File: src/rtl/tdr_pkg.sv
// rtl/tdr_pkg.sv - shared state encoding and default widths for the TDR capture sequencer
// Purpose: one place for the acquisition state encoding and the default widths
//          used by tdr_capture_ctrl and tdr_peak_tracker.
// Ports:   none (package).
package tdr_pkg;

  localparam int TDR_ADDR_W = 9;   // capture RAM address width (512 entries)
  localparam int TDR_DATA_W = 8;   // AD sample width
  localparam int TDR_DLY_W  = 16;  // blanking-delay counter width
  localparam int TDR_PLS_W  = 8;   // probe-pulse length counter width

  typedef enum logic [2:0] {
    ST_IDLE    = 3'd0,
    ST_PULSE   = 3'd1,
    ST_DELAY   = 3'd2,
    ST_CAPTURE = 3'd3,
    ST_DONE    = 3'd4
  } tdr_state_e;

endpackage

File: src/rtl/tdr_peak_tracker.sv
// rtl/tdr_peak_tracker.sv - running maximum of captured samples with first-occurrence address
// Purpose: tracks the largest sample written during a capture and the address
//          where it first appeared. Strict compare keeps the earliest address on ties.
// Ports:   clk_30M, sys_rst_n (async, active-low)
//          clear            - restart tracking at 0/0 (entering CAPTURE)
//          valid            - sample/addr are a real RAM write this cycle
//          sample, addr     - the write data and its address
//          peak_val, peak_addr - current maximum and its first address
module tdr_peak_tracker
  import tdr_pkg::*;
#(
  parameter int ADDR_W = TDR_ADDR_W,
  parameter int DATA_W = TDR_DATA_W
) (
  input  logic              clk_30M,
  input  logic              sys_rst_n,
  input  logic              clear,
  input  logic              valid,
  input  logic [DATA_W-1:0] sample,
  input  logic [ADDR_W-1:0] addr,
  output logic [DATA_W-1:0] peak_val,
  output logic [ADDR_W-1:0] peak_addr
);

  always_ff @(posedge clk_30M or negedge sys_rst_n) begin
    if (!sys_rst_n) begin
      peak_val  <= '0;
      peak_addr <= '0;
    end else if (clear) begin
      peak_val  <= '0;
      peak_addr <= '0;
    end else if (valid && (sample > peak_val)) begin
      peak_val  <= sample;
      peak_addr <= addr;
    end
  end

endmodule

File: src/rtl/tdr_capture_ctrl.sv
// rtl/tdr_capture_ctrl.sv - TDR acquisition sequencer: probe pulse, blanking delay, sample capture
// Purpose: fires the probe pulse, waits the blanking delay, streams AD samples into
//          the capture RAM at addresses 0..cfg_last, tracks the echo peak, then
//          lends the RAM port to the readout side.
// Ports:   clk_30M, sys_rst_n (async, active-low)
//          start, abort                 - acquisition control (abort wins)
//          cfg_pls_len/cfg_delay/cfg_last - shadowed on an accepted start
//          ad_data                      - AD sample, valid every clock
//          rd_en, rd_addr               - readout access to the RAM port
//          probe_out                    - pulse driver enable
//          ram_we, ram_addr, ram_wdata  - capture RAM port
//          rd_grant                     - rd_addr currently drives ram_addr
//          busy, done                   - acquisition status
//          peak_val, peak_addr          - peak of the last capture
module tdr_capture_ctrl
  import tdr_pkg::*;
#(
  parameter int ADDR_W = TDR_ADDR_W,
  parameter int DATA_W = TDR_DATA_W,
  parameter int DLY_W  = TDR_DLY_W,
  parameter int PLS_W  = TDR_PLS_W
) (
  input  logic              clk_30M,
  input  logic              sys_rst_n,
  input  logic              start,
  input  logic              abort,
  input  logic [PLS_W-1:0]  cfg_pls_len,
  input  logic [DLY_W-1:0]  cfg_delay,
  input  logic [ADDR_W-1:0] cfg_last,
  input  logic [DATA_W-1:0] ad_data,
  input  logic              rd_en,
  input  logic [ADDR_W-1:0] rd_addr,
  output logic              probe_out,
  output logic              ram_we,
  output logic [ADDR_W-1:0] ram_addr,
  output logic [DATA_W-1:0] ram_wdata,
  output logic              rd_grant,
  output logic              busy,
  output logic              done,
  output logic [DATA_W-1:0] peak_val,
  output logic [ADDR_W-1:0] peak_addr
);

  tdr_state_e        state;
  logic [PLS_W-1:0]  pls_sh;
  logic [DLY_W-1:0]  dly_sh;
  logic [ADDR_W-1:0] last_sh;
  logic [DLY_W-1:0]  cnt;      // shared by PULSE and DELAY, counts up from 0
  logic [ADDR_W-1:0] wr_cnt;
  logic [DATA_W-1:0] samp_q;

  logic [PLS_W-1:0]  pls_last;
  logic              pulse_end;
  logic              delay_end;
  logic              cap_enter;

  // Pulse length 0 behaves as 1, so the final count index is len-1 clamped at 0.
  always_comb begin
    pls_last  = (pls_sh == '0) ? '0 : (pls_sh - PLS_W'(1));
    pulse_end = (state == ST_PULSE) && (cnt == DLY_W'(pls_last));
    delay_end = (state == ST_DELAY) && (cnt == (dly_sh - DLY_W'(1)));
    cap_enter = !abort && ((pulse_end && (dly_sh == '0)) || delay_end);
  end

  always_ff @(posedge clk_30M or negedge sys_rst_n) begin
    if (!sys_rst_n) begin
      state     <= ST_IDLE;
      pls_sh    <= '0;
      dly_sh    <= '0;
      last_sh   <= '0;
      cnt       <= '0;
      wr_cnt    <= '0;
      samp_q    <= '0;
      probe_out <= 1'b0;
      ram_we    <= 1'b0;
      busy      <= 1'b0;
      done      <= 1'b0;
    end else begin
      samp_q <= ad_data;
      if (abort) begin
        state     <= ST_IDLE;
        probe_out <= 1'b0;
        ram_we    <= 1'b0;
        busy      <= 1'b0;
        done      <= 1'b0;
      end else begin
        case (state)
          ST_IDLE, ST_DONE: begin
            if (start) begin
              pls_sh    <= cfg_pls_len;
              dly_sh    <= cfg_delay;
              last_sh   <= cfg_last;
              cnt       <= '0;
              state     <= ST_PULSE;
              probe_out <= 1'b1;
              busy      <= 1'b1;
              done      <= 1'b0;
            end
          end
          ST_PULSE: begin
            if (pulse_end) begin
              probe_out <= 1'b0;
              cnt       <= '0;
              if (dly_sh == '0) begin
                state  <= ST_CAPTURE;
                ram_we <= 1'b1;
                wr_cnt <= '0;
              end else begin
                state <= ST_DELAY;
              end
            end else begin
              cnt <= cnt + DLY_W'(1);
            end
          end
          ST_DELAY: begin
            if (delay_end) begin
              state  <= ST_CAPTURE;
              ram_we <= 1'b1;
              wr_cnt <= '0;
            end else begin
              cnt <= cnt + DLY_W'(1);
            end
          end
          ST_CAPTURE: begin
            // Stop after the last address; the counter never wraps.
            if (wr_cnt == last_sh) begin
              state  <= ST_DONE;
              ram_we <= 1'b0;
              busy   <= 1'b0;
              done   <= 1'b1;
            end else begin
              wr_cnt <= wr_cnt + ADDR_W'(1);
            end
          end
          default: state <= ST_IDLE;
        endcase
      end
    end
  end

  // Readout only gets the port while no acquisition is running.
  always_comb begin
    rd_grant  = rd_en && ((state == ST_IDLE) || (state == ST_DONE));
    ram_addr  = rd_grant ? rd_addr : wr_cnt;
    ram_wdata = samp_q;
  end

  tdr_peak_tracker #(
    .ADDR_W (ADDR_W),
    .DATA_W (DATA_W)
  ) u_peak (
    .clk_30M   (clk_30M),
    .sys_rst_n (sys_rst_n),
    .clear     (cap_enter),
    .valid     (ram_we),
    .sample    (samp_q),
    .addr      (wr_cnt),
    .peak_val  (peak_val),
    .peak_addr (peak_addr)
  );

endmodule
File: config.mk
export PLATFORM = sky130hd
export DESIGN_NAME = tdr_capture_ctrl
export DESIGN_NICKNAME = d
export VERILOG_FILES = /design/src/rtl/tdr_pkg.sv /design/src/rtl/tdr_peak_tracker.sv /design/src/rtl/tdr_capture_ctrl.sv
export SDC_FILE = /design/constraint.sdc
export NUM_CORES = 1
export LEC_CHECK = 0
export ABC_AREA = 1
export CAP_MARGIN = 25
export CORE_MARGIN = 8
export CORE_UTILIZATION = 30
export CTS_CLUSTER_SIZE = 25
export DETAILED_ROUTE_END_ITERATION = 10
export PLACE_DENSITY = 0.46
export SYNTH_ARGS = -nofsm -noshare
export SYNTH_HDL_FRONTEND = slang
export SYNTH_SLANG_ARGS = --single-unit
File: constraint.sdc
create_clock -name clk_30M -period 2.4 [get_ports clk_30M]
set_clock_uncertainty 0.05 [all_clocks]
set_input_delay 0.24 -clock clk_30M [delete_from_list [all_inputs] [get_ports clk_30M]]
set_output_delay 0.24 -clock clk_30M [all_outputs]
set_load 0.01 [all_outputs]
* Yosys cells after proc, flatten, opt, wreduce, memory -nomap -nowiden
Index checks and enable logic that the tools add are counted.
Word-level totals: output and inout port bits 39, logic and storage cells 101, register bits after elaboration 90
Cells by class: muxes and demuxes 38, $lt $le $gt $ge 1, bitwise operators 1, reductions and logical operators 26, $add $sub $neg 4, equal/unequal tests 18
Operators by type and width (number):
- 2-to-1 mux 9 bit | 7
- 2-to-1 mux 16 bit | 3
- case mux 16 bit (3 select lines) | 1
- case mux 9 bit (3 select lines) | 1
- 2-to-1 mux 8 bit | 3
- adder 16 x 1 -> 16 bit, second input constant | 1
- equality test 16 bit | 1
- equality test 16 x 8 -> 1 bit | 1
- logical NOT 16 bit | 1
- subtractor 16 x 1 -> 16 bit, second input constant | 1
- 2-to-1 mux 3 bit | 5
- 2-to-1 mux 1 bit | 13
- != test 3 bit, second input constant | 4
- case mux 3 bit (4 select lines) | 1
- nonzero test 3 bit | 4
- != test 2 bit, second input constant | 5
- adder 9 x 1 -> 9 bit, second input constant | 1
- equality test 9 bit | 1
- AND reduction 3 bit | 3
- greater-than comparator 8 bit | 1
- logical NOT 8 bit | 1
- AND reduction 4 bit | 2
- subtractor 8 x 1 -> 8 bit, second input constant | 1
- equality test 3 x 2 -> 1 bit, second input constant | 2
- other kinds (16) | 24

* Logic depth before layout (Yosys ltp)
word-level depth 8, mapped depth 18

* By module
Synthesis repeated with hierarchy kept, for this count alone.
Second synthesis, totals: cells, all modules 793, area total of the unflattened synthesis 5921.9 µm²
Modules (own cells, without submodules):
- tdr_capture_ctrl | area an instance 4858.4 µm², cells each 679, instances 1
- tdr_peak_tracker | area an instance 1063.5 µm², cells each 114, instances 1

* Worst setup path before layout
OpenSTA, ideal clock, no wires.
kind register to register, start point reg dly_sh[0], end point reg u_peak.peak_addr[1], cell stages (with the launch flop) 16, arrival time 1.999 ns, buffers on the path 1, setup slack 0.238 ns, cells stage by stage dfrtp_1 -> inv_1 -> ha_1 -> inv_1 -> nor2_2 -> nand3_1 -> nor2_1 -> xor2_1 -> nand3_1 -> nor2_1 -> nand3_1 -> nand2_2 -> nand3_4 -> buf_6 -> nand2_1 -> inv_1
On the way: longest elaborated chain between the ends 6
RTL lines:
- from (decl) | RTL line tdr_capture_ctrl.sv:46 | logic [DLY_W-1:0] dly_sh;
- from (signal assigned) | RTL line tdr_capture_ctrl.sv:91 | dly_sh <= cfg_delay;
- subtractor 16 x 1 -> 16 bit | RTL line tdr_capture_ctrl.sv:61 | delay_end = (state == ST_DELAY) && (cnt == (dly_sh - DLY_W'(1)));
- equality test 16 bit | RTL line tdr_capture_ctrl.sv:61
- logical AND 1 bit | RTL line tdr_capture_ctrl.sv:61
- logical OR 1 bit * | RTL line tdr_capture_ctrl.sv:62 | cap_enter = !abort && ((pulse_end && (dly_sh == '0)) || delay_end);
- logical AND 1 bit * | RTL line tdr_capture_ctrl.sv:62
- 2-to-1 mux 9 bit / nonzero test 2 bit (equally long branches)
- to (signal assigned) | RTL line tdr_peak_tracker.sv:34 | peak_addr <= addr;
- to (decl) | RTL line tdr_peak_tracker.sv:22 | output logic [ADDR_W-1:0] peak_addr
Every way passes the cells marked *; elsewhere a longest branch is shown, timed or not. A chain may end at the register's enable or synchronous reset.

* Worst setup path in the final report
start point reg pls_sh[1], end point reg u_peak.peak_addr[5]
On the way: longest elaborated chain between the ends 8
RTL lines:
- from (decl) | RTL line tdr_capture_ctrl.sv:45 | logic [PLS_W-1:0] pls_sh;
- from (signal assigned) | RTL line tdr_capture_ctrl.sv:90 | pls_sh <= cfg_pls_len;
- subtractor 8 x 1 -> 8 bit / logical NOT 8 bit (equally long branches) | RTL line tdr_capture_ctrl.sv:59 | pls_last = (pls_sh == '0) ? '0 : (pls_sh - PLS_W'(1));
- 2-to-1 mux 8 bit * | RTL line tdr_capture_ctrl.sv:59
- equality test 16 x 8 -> 1 bit * | RTL line tdr_capture_ctrl.sv:60 | pulse_end = (state == ST_PULSE) && (cnt == DLY_W'(pls_last));
- logical AND 1 bit * | RTL line tdr_capture_ctrl.sv:60
- logical AND 1 bit * | RTL line tdr_capture_ctrl.sv:62
- logical OR 1 bit * | RTL line tdr_capture_ctrl.sv:62
- logical AND 1 bit * | RTL line tdr_capture_ctrl.sv:62
- 2-to-1 mux 9 bit / nonzero test 2 bit (equally long branches)
Marks and branches as above.

==> flow_summary_export.csv <==
group,metric,value,unit
cts,cts-root-buf,"clkbuf_16",
timing,finalSetupTns,0,ns
placed_design,routabilityCongestion,0.7927,
yosys,synth.top_cell.area_share,38.55,%
power,seq_power_share,31.8,%
floorplan,num_rows,51,
power,p_clk_share,18.2,%
floorplan,io_pins,94,
yosys,ys_seq_area_share,38.55,%
drt,postRouteAntennaNets,0,
drt,avgViaCountPerCell,4.464,
placed_design,port_buffers,93,
final_layout,syn2layout_area_growth,37.55,%
power,leakagePower,3.784,nW
timing,finalCritPeriodShare,94.12,%
setup_path,timing.critical_path.mode_cell,"nand2_1",
drt,drt_wl_total,16740,um
yosys,synth_edf_count,0,
worst_hold_path,worstHoldStart,"ad_data[2]",
final_layout,diodes,0,
timing,rsz0062_at_grt,"true",
worst_hold_path,min_path_cells,1,
setup_path,required,2.59,ns
power,p_per_area,952.8,nW/um^2
cts,h-tree-depth,3,
setup_path,crit_chain,"inv_2 -> ha_4 -> buf_6 -> xor2_4 -> nand2_1 -> nand2_1 -> nand2_1 -> inv_1 -> nand2_1 -> nor2_2 -> nand3_4 -> a21oi_4 -> buf_6 -> nand3_4 -> nand2_2 -> inv_2",
floorplan,die_area,24190,sq um
placed_design,dp_hpwl,12330,um
timing,fmax,0.4427,GHz
setup_path,critPathMaxFanout,5,
setup_path,regToRegStartpoint,"pls_sh[1]",
cts,clockBufferDepth,2,
power,p_int,4.384,mW
worst_hold_path,holdPathEnd,"ram_wdata[2]",
cts,clk_pin_slew,0.07,ns
cts,numCtsBuffers,9,
run_status,outcome,"complete, no violations",
yosys,synth-main-ff-cell,"dfrtp_1",
yosys,yosys.area.top_type,"dfrtp_1",
setup_path,path_class,"flop to flop",
cts,clkLatencyLatePin,0.35,ns
drt,dr.pass1.iters,5,
timing,tightest_slew,0.5337,ns
global_routing,grt_start_max_net_pins,52,
power,netSwitchingFraction,42.73,%
final_layout,drive_gt1_share,20.60,%
setup_path,reg2reg_to,"u_peak.peak_addr[5]",
global_routing,grt_pass1_vias,5070,
setup_path,critPathSlowestCell,"dfrtp_1",
yosys,synth.area.top_cells,"dfrtp_1 (39%), nand2_1 (14%), nand3_1 (5.8%), inv_1 (5.7%), xor2_1 (4.5%)",
floorplan,die_w,155.5,um
drt,num_vias,5321,
timing,period_minus_slack,2.259,ns
final_layout,nNetsFinal,989,
timing,maxSlewHeadroom,64.42,%
cts,cts_tree,"yes",
global_routing,overflow,0,
floorplan,die_h,155.5,um
yosys,yosysMostFrequentCell,"nand2_1",
cts,clkSinkCount,90,
global_routing,grt_pass1_wl,26990,um
setup_path,worst_ep_arrival_time,2.45,ns
yosys,synth_cells,788,
yosys,yosysUniqueCellTypes,44,
yosys,netlist_area,5842,sq um
drt,drc_errors,0,
drt,drt-initial-drc-count,347,
yosys,synth.avg_cell_area,7.414,sq um
setup_path,crit_path_end_kind,"flop",
floorplan,core,19270,sq um
power,switchingPower,3.272,mW
power,p_comb_share,50.0,%
yosys,async_flop_share,100.0,%
timing,final-hold-violation-count,0,
yosys,synthTopCellsByCount,"nand2_1 (224), dfrtp_1 (90), inv_1 (88)",
drt,routedWlPerCell,14.05,um
timing,slew_violations,0,
setup_path,slowest_delay,0.40,ns
yosys,yosysWarnings,0,
worst_hold_path,min_path_type,"input port to flop",
setup_path,rrSetupSlack,0.14,ns
global_routing,track_usage,13.95,%
setup_path,cpLargestDelayFamily,"simple AND/OR/NAND/NOR gates",
setup_path,start_kind,"flop",
setup_path,r2r.worst_path.cells,16,
final_layout,design_area,8035,sq um
flow_run,cap_viol_max_count,0,
power,ir_worst_vdd,0.4364,mV
timing,finalSetupViolCount,0,
setup_path,worst-path-buf-inv,5,
yosys,synth_fp_nets,855,
yosys,synth-seq-cells,90,
placed_design,placed_area,7330,sq um
global_routing,antenna_found_initial,0,
floorplan,start_util,30.31,%
power by group through the flow:
stage / registers, mW / clock network, mW / logic (mW)
final: 2.43 / 1.39 / 3.83
after global routing: 2.51 / 1.50 / 4.31
after CTS: 2.39 / 1.44 / 3.46
after detailed placement: 2.41 / 0 / 3.37
after global placement: 2.40 / 0 / 3.35
after floorplan: 2.34 / 0 / 2.21
worst register-to-register path, stage by stage, from the launching register on:
cell     delay, ns
dfrtp_1       0.40
inv_2         0.09
ha_4          0.16
buf_6         0.12
xor2_4        0.15
nand2_1       0.07
nand2_1       0.07
nand2_1       0.06
inv_1         0.05
nand2_1       0.05
nor2_2        0.15
nand3_4       0.12
a21oi_4       0.15
buf_6         0.17
nand3_4       0.16
nand2_2       0.11
inv_2         0.03
final cells by class:
type	count	area, sq um
Fill cell	2022	11240
Multi-Input combinational cell	574	3387
Sequential cell	90	2257
Timing Repair Buffer	147	1400
Inverter	100	380.4
Tap cell	265	331.6
Clock buffer	11	242.7
Clock inverter	5	36.28
routing by layer:
layer  routed length [um]  track usage [%]
met1                 8600            19.71
met2                 7382            21.46
met3                  496            1.773
met4                  264            4.852
met5                    0                0
state kept, by name (all words and copies together) (netlist names):
register / cells
cnt: 16
pls_sh: 8
u_peak.peak_addr: 9
probe_out: 1
busy: 1
done: 1
state: 3
dly_sh: 16
wr_cnt: 9
u_peak.peak_val: 8
ram_wdata: 8
ram_we: 1
last_sh: 9
how the worst max path moves through the flow:
stage                                to  cells past startpoint      start
global placement     u_peak.peak_val[2]                     14  dly_sh[0]
CTS                         ram_addr[2]                      6   state[0]
finish              u_peak.peak_addr[5]                     16  pls_sh[1]
floorplan           u_peak.peak_addr[1]                     15  dly_sh[0]
detailed placement  u_peak.peak_addr[7]                     14  dly_sh[0]
global route                    cnt[15]                     16  dly_sh[0]
through the flow:
| stage | setup WS [ns] | util (%) | power (mW) | std cells | hold WS (ns) |
|---|---|---|---|---|---|
| finish | 0.1410 | 41.70 | 7.656 | 1192 | 0.2711 |
| global route | -0.01886 | 41.70 | 8.325 | 1192 | 0.2712 |
| CTS | 0.0009421 | 39.87 | 7.285 | 1181 | 0.2608 |
| detailed placement | -0.05011 | 38.03 | 5.780 | 1160 | 0.2091 |
| global placement | -0.05508 | 37.89 | 5.751 | 1159 | 0.2104 |
| floorplan | 0.2382 | - | 4.542 | 788 | -0.1056 |
cell usage in the layout, fill, tap and decap left out, types with 2 or more instances in the layout:
cell / instances
buf_6: 5
and2_1: 4
nand2_8: 3
mux2_2: 20
xor2_1: 28
o21ai_0: 31
inv_1: 80
o21a_1: 2
dfrtp_2: 4
xnor2_1: 10
ha_4: 2
inv_6: 3
nand2_1: 213
buf_4: 46
a21oi_1: 28
or2_2: 3
nor2_4: 8
nand4_1: 15
buf_12: 2
o21ai_2: 9
clkbuf_16: 9
nand3_1: 61
nor2_1: 53
nor2_2: 12
nand3_4: 6
clkdlybuf4s50_1: 92
nand3_2: 9
nor4_1: 4
inv_2: 19
nand4_4: 2
dfrtp_1: 86
clkinv_2: 2
o21ai_1: 3
nor3_1: 7
nand2_2: 17
ha_1: 10
logic make-up after synthesis:
group / Yosys count / share of synthesized area, %
simple gates: 418 / 31.98
buf+inv: 128 / 9.038
flops: 90 / 38.55
compound gates: 80 / 8.010
xor+xnor: 40 / 5.997
mux: 20 / 3.855
fa+ha+maj: 12 / 2.570
repair_timing:
action / CTS / global route
cloned: 2 / 2
hold buffers: 1 / 0
resized for setup: 7 / 67
buffers inserted: 2 / 9
hold endpoints to repair: 39 / 0
pin swaps: 1 / 31
endpoints found under the setup margin: 27 / 55
No activity file was read; power rests on OpenSTA's default activity.
==> RTL change (same settings) <==
Change the package constant `TDR_DATA_W` from 8 to 9.
--- a/src/rtl/tdr_pkg.sv
+++ b/src/rtl/tdr_pkg.sv
@@ -5,7 +5,7 @@
 package tdr_pkg;
 
   localparam int TDR_ADDR_W = 9;   // capture RAM address width (512 entries)
-  localparam int TDR_DATA_W = 8;   // AD sample width
+  localparam int TDR_DATA_W = 9;   // AD sample width
   localparam int TDR_DLY_W  = 16;  // blanking-delay counter width
   localparam int TDR_PLS_W  = 8;   // probe-pulse length counter width
 
Ports: changed (resized ad_data, peak_val and ram_wdata); port bits go from 94 to 97. No check against the original RTL was run, so the function may have changed too.
==> RTL change against the unedited design <==
- wire length rose by 1.2%
- area after synthesis up 0.43%
- via count decreased by 0.66%
- maximum frequency increased by 0.43%
- combinational power fell by 14%
- first-iteration DRC count down 39%
- largest cell class unchanged
- total power fell by 5.9%
- sequential cell count up 2
- worst setup slack improved by 9.7 ps
- final area decreased by 1.1%
- sequential share of layout area increased by 0.95 points
==> RTL change: results (changes against the unedited design) <==
| Metric | Value |
|---|---|
| Critical path's top delay family | `simple AND/OR/NAND/NOR gates` |
| Status | `complete, no violations` |
| Largest net degree at the start of global routing | `42 (-19%)` |
| Post-placement cell area | `7348 sq um (+0.26%)` |
| Yosys warning total | `0 (unchanged)` |
| Post-Syn Nets | `845 (-1.2%)` |
| Crit-path slowest cell | `dfrtp_2` |
| Maximum clock path buffer count | `2 (unchanged)` |
| Netlist cell types | `44 (unchanged)` |
| Root Driver | `clkbuf_16` |
| Port Buffers | `96 (+3.2%)` |
| Pleak | `3.644 nW (-3.7%)` |
| Xor/xnor cell area share of the yosys netlist | `0.04777 (-0.01220)` |
| GRT Total Usage | `0.1417 (+0.002175)` |
| Layout cells sized above 1 | `0.1795 (-0.02653)` |
| Synth area leaders | `dfrtp_1 (39%), nand2_1 (13%), nand3_1 (4.8%)` |
| Fill cells | `1,975 (-2.3%)` |
| Seq/Total Area, Yosys | `0.3924 (+0.006886)` |
| Starting DRT DRC Count | `213 (-39%)` |
| Pre-CTS setup slack | `18.81 ps (+68.92 ps)` |
| Final GP Congestion | `0.7794 (-1.7%)` |
| Post-synth top cells | `nand2_1 (201), dfrtp_1 (92), nor2_1 (73)` |
| Via density | `4.506 (+0.95%)` |
| Clock transition at path regs | `80 ps` |
| Compound-Gate Fraction of Synth Area | `0.1028 (+0.02269)` |
| Peak supply drop | `0.0003930 V (-9.9%)` |
| First-pass GRT wire length | `27,630 microns (+2.4%)` |
| Pre-antenna DRT Iters | `4 (-1)` |
| Post-synthesis mux area share | `0.02879 (-0.009761)` |
| Relative slew slack | `0.6636 (+0.01942)` |
| Final nets | `972 (-1.7%)` |
| Initial antenna violation count | `0 (unchanged)` |
| Diodes inserted | `0 (unchanged)` |
| Worst Path Max Fanout | `6 (+1)` |
| WL per Instance | `14.45 microns (+2.9%)` |
| Largest regs | `cnt: 16 flops, dly_sh: 16 flops` |
| Vias in the first global route | `5,301 (+4.6%)` |
| Post-synthesis adder-cell area fraction | `0.02772 (+0.002023)` |
| CP peak stage delay | `460 ps (+60 ps)` |
| Number of max-cap violations | `0 (unchanged)` |
| DP HPWL | `12,530 microns (+1.6%)` |
==> RTL change: where the power goes <==
part | switching, W | internal [W]
combinational | 0.00183 | 0.00148
sequential | 0.000436 | 0.00197
clock | 0.000744 | 0.000745
total | 0.00301 | 0.00419
==> RTL change: cell families after synthesis <==
logic type	after synthesis
xor gates and xnor gates	32
AOI/OAI and AO/OA	104
adders and majority gates	13
and+or+nand+nor	410
buffers and inverters	110
DFF	92
muxes	15
==> RTL change: path summary, 6_finish.rpt <==
path,slack [ps],end,from,depth (start not counted)
worst max-delay path,150,u_peak.peak_addr[4],dly_sh[2],13
worst min register to register,430,busy,busy,2
worst min-delay path,260,ram_wdata[8],ad_data[8],1
worst max register to register,150,u_peak.peak_addr[4],dly_sh[2],13
min in group asynchronous,320,pls_sh[1],sys_rst_n,2
max in group asynchronous,1300,dly_sh[3],sys_rst_n,3
==> RTL change: final cells by class <==
class	count	share of cell area
Clock buffer	9	0.02833
Tap cell	265	0.04171
Clock inverter	7	0.009285
Timing Repair Buffer	137	0.1670
Multi-Input combinational cell	578	0.4223
Sequential cell	92	0.2904
Inverter	85	0.04108
==> RTL change: metal layers <==
layer | up-vias | wire, microns | global-route usage
li1 | 2775 | - | -
met1 | 2424 | 8379 | 0.1894
met2 | 74 | 7703 | 0.2228
met3 | 13 | 628 | 0.03019
met4 | 0 | 236 | 0.04667
met5 | - | 0 | 0
==> RTL change: what timing repair did <==
item                       4_1_cts  5_1_grt
setup endpoints to repair        8       49
gates cloned                     0        4
resized for setup                1       51
hold endpoints to repair        31        0
hold buffers                     1        0
pin swaps                        0       19
setup buffers                    0        6
==> RTL change: through the flow <==
step                  util  cells
floorplan                -    776
global placement    0.3801   1146
detailed placement  0.3801   1146
CTS                 0.3961   1163
global route        0.4112   1173
finish              0.4112   1173
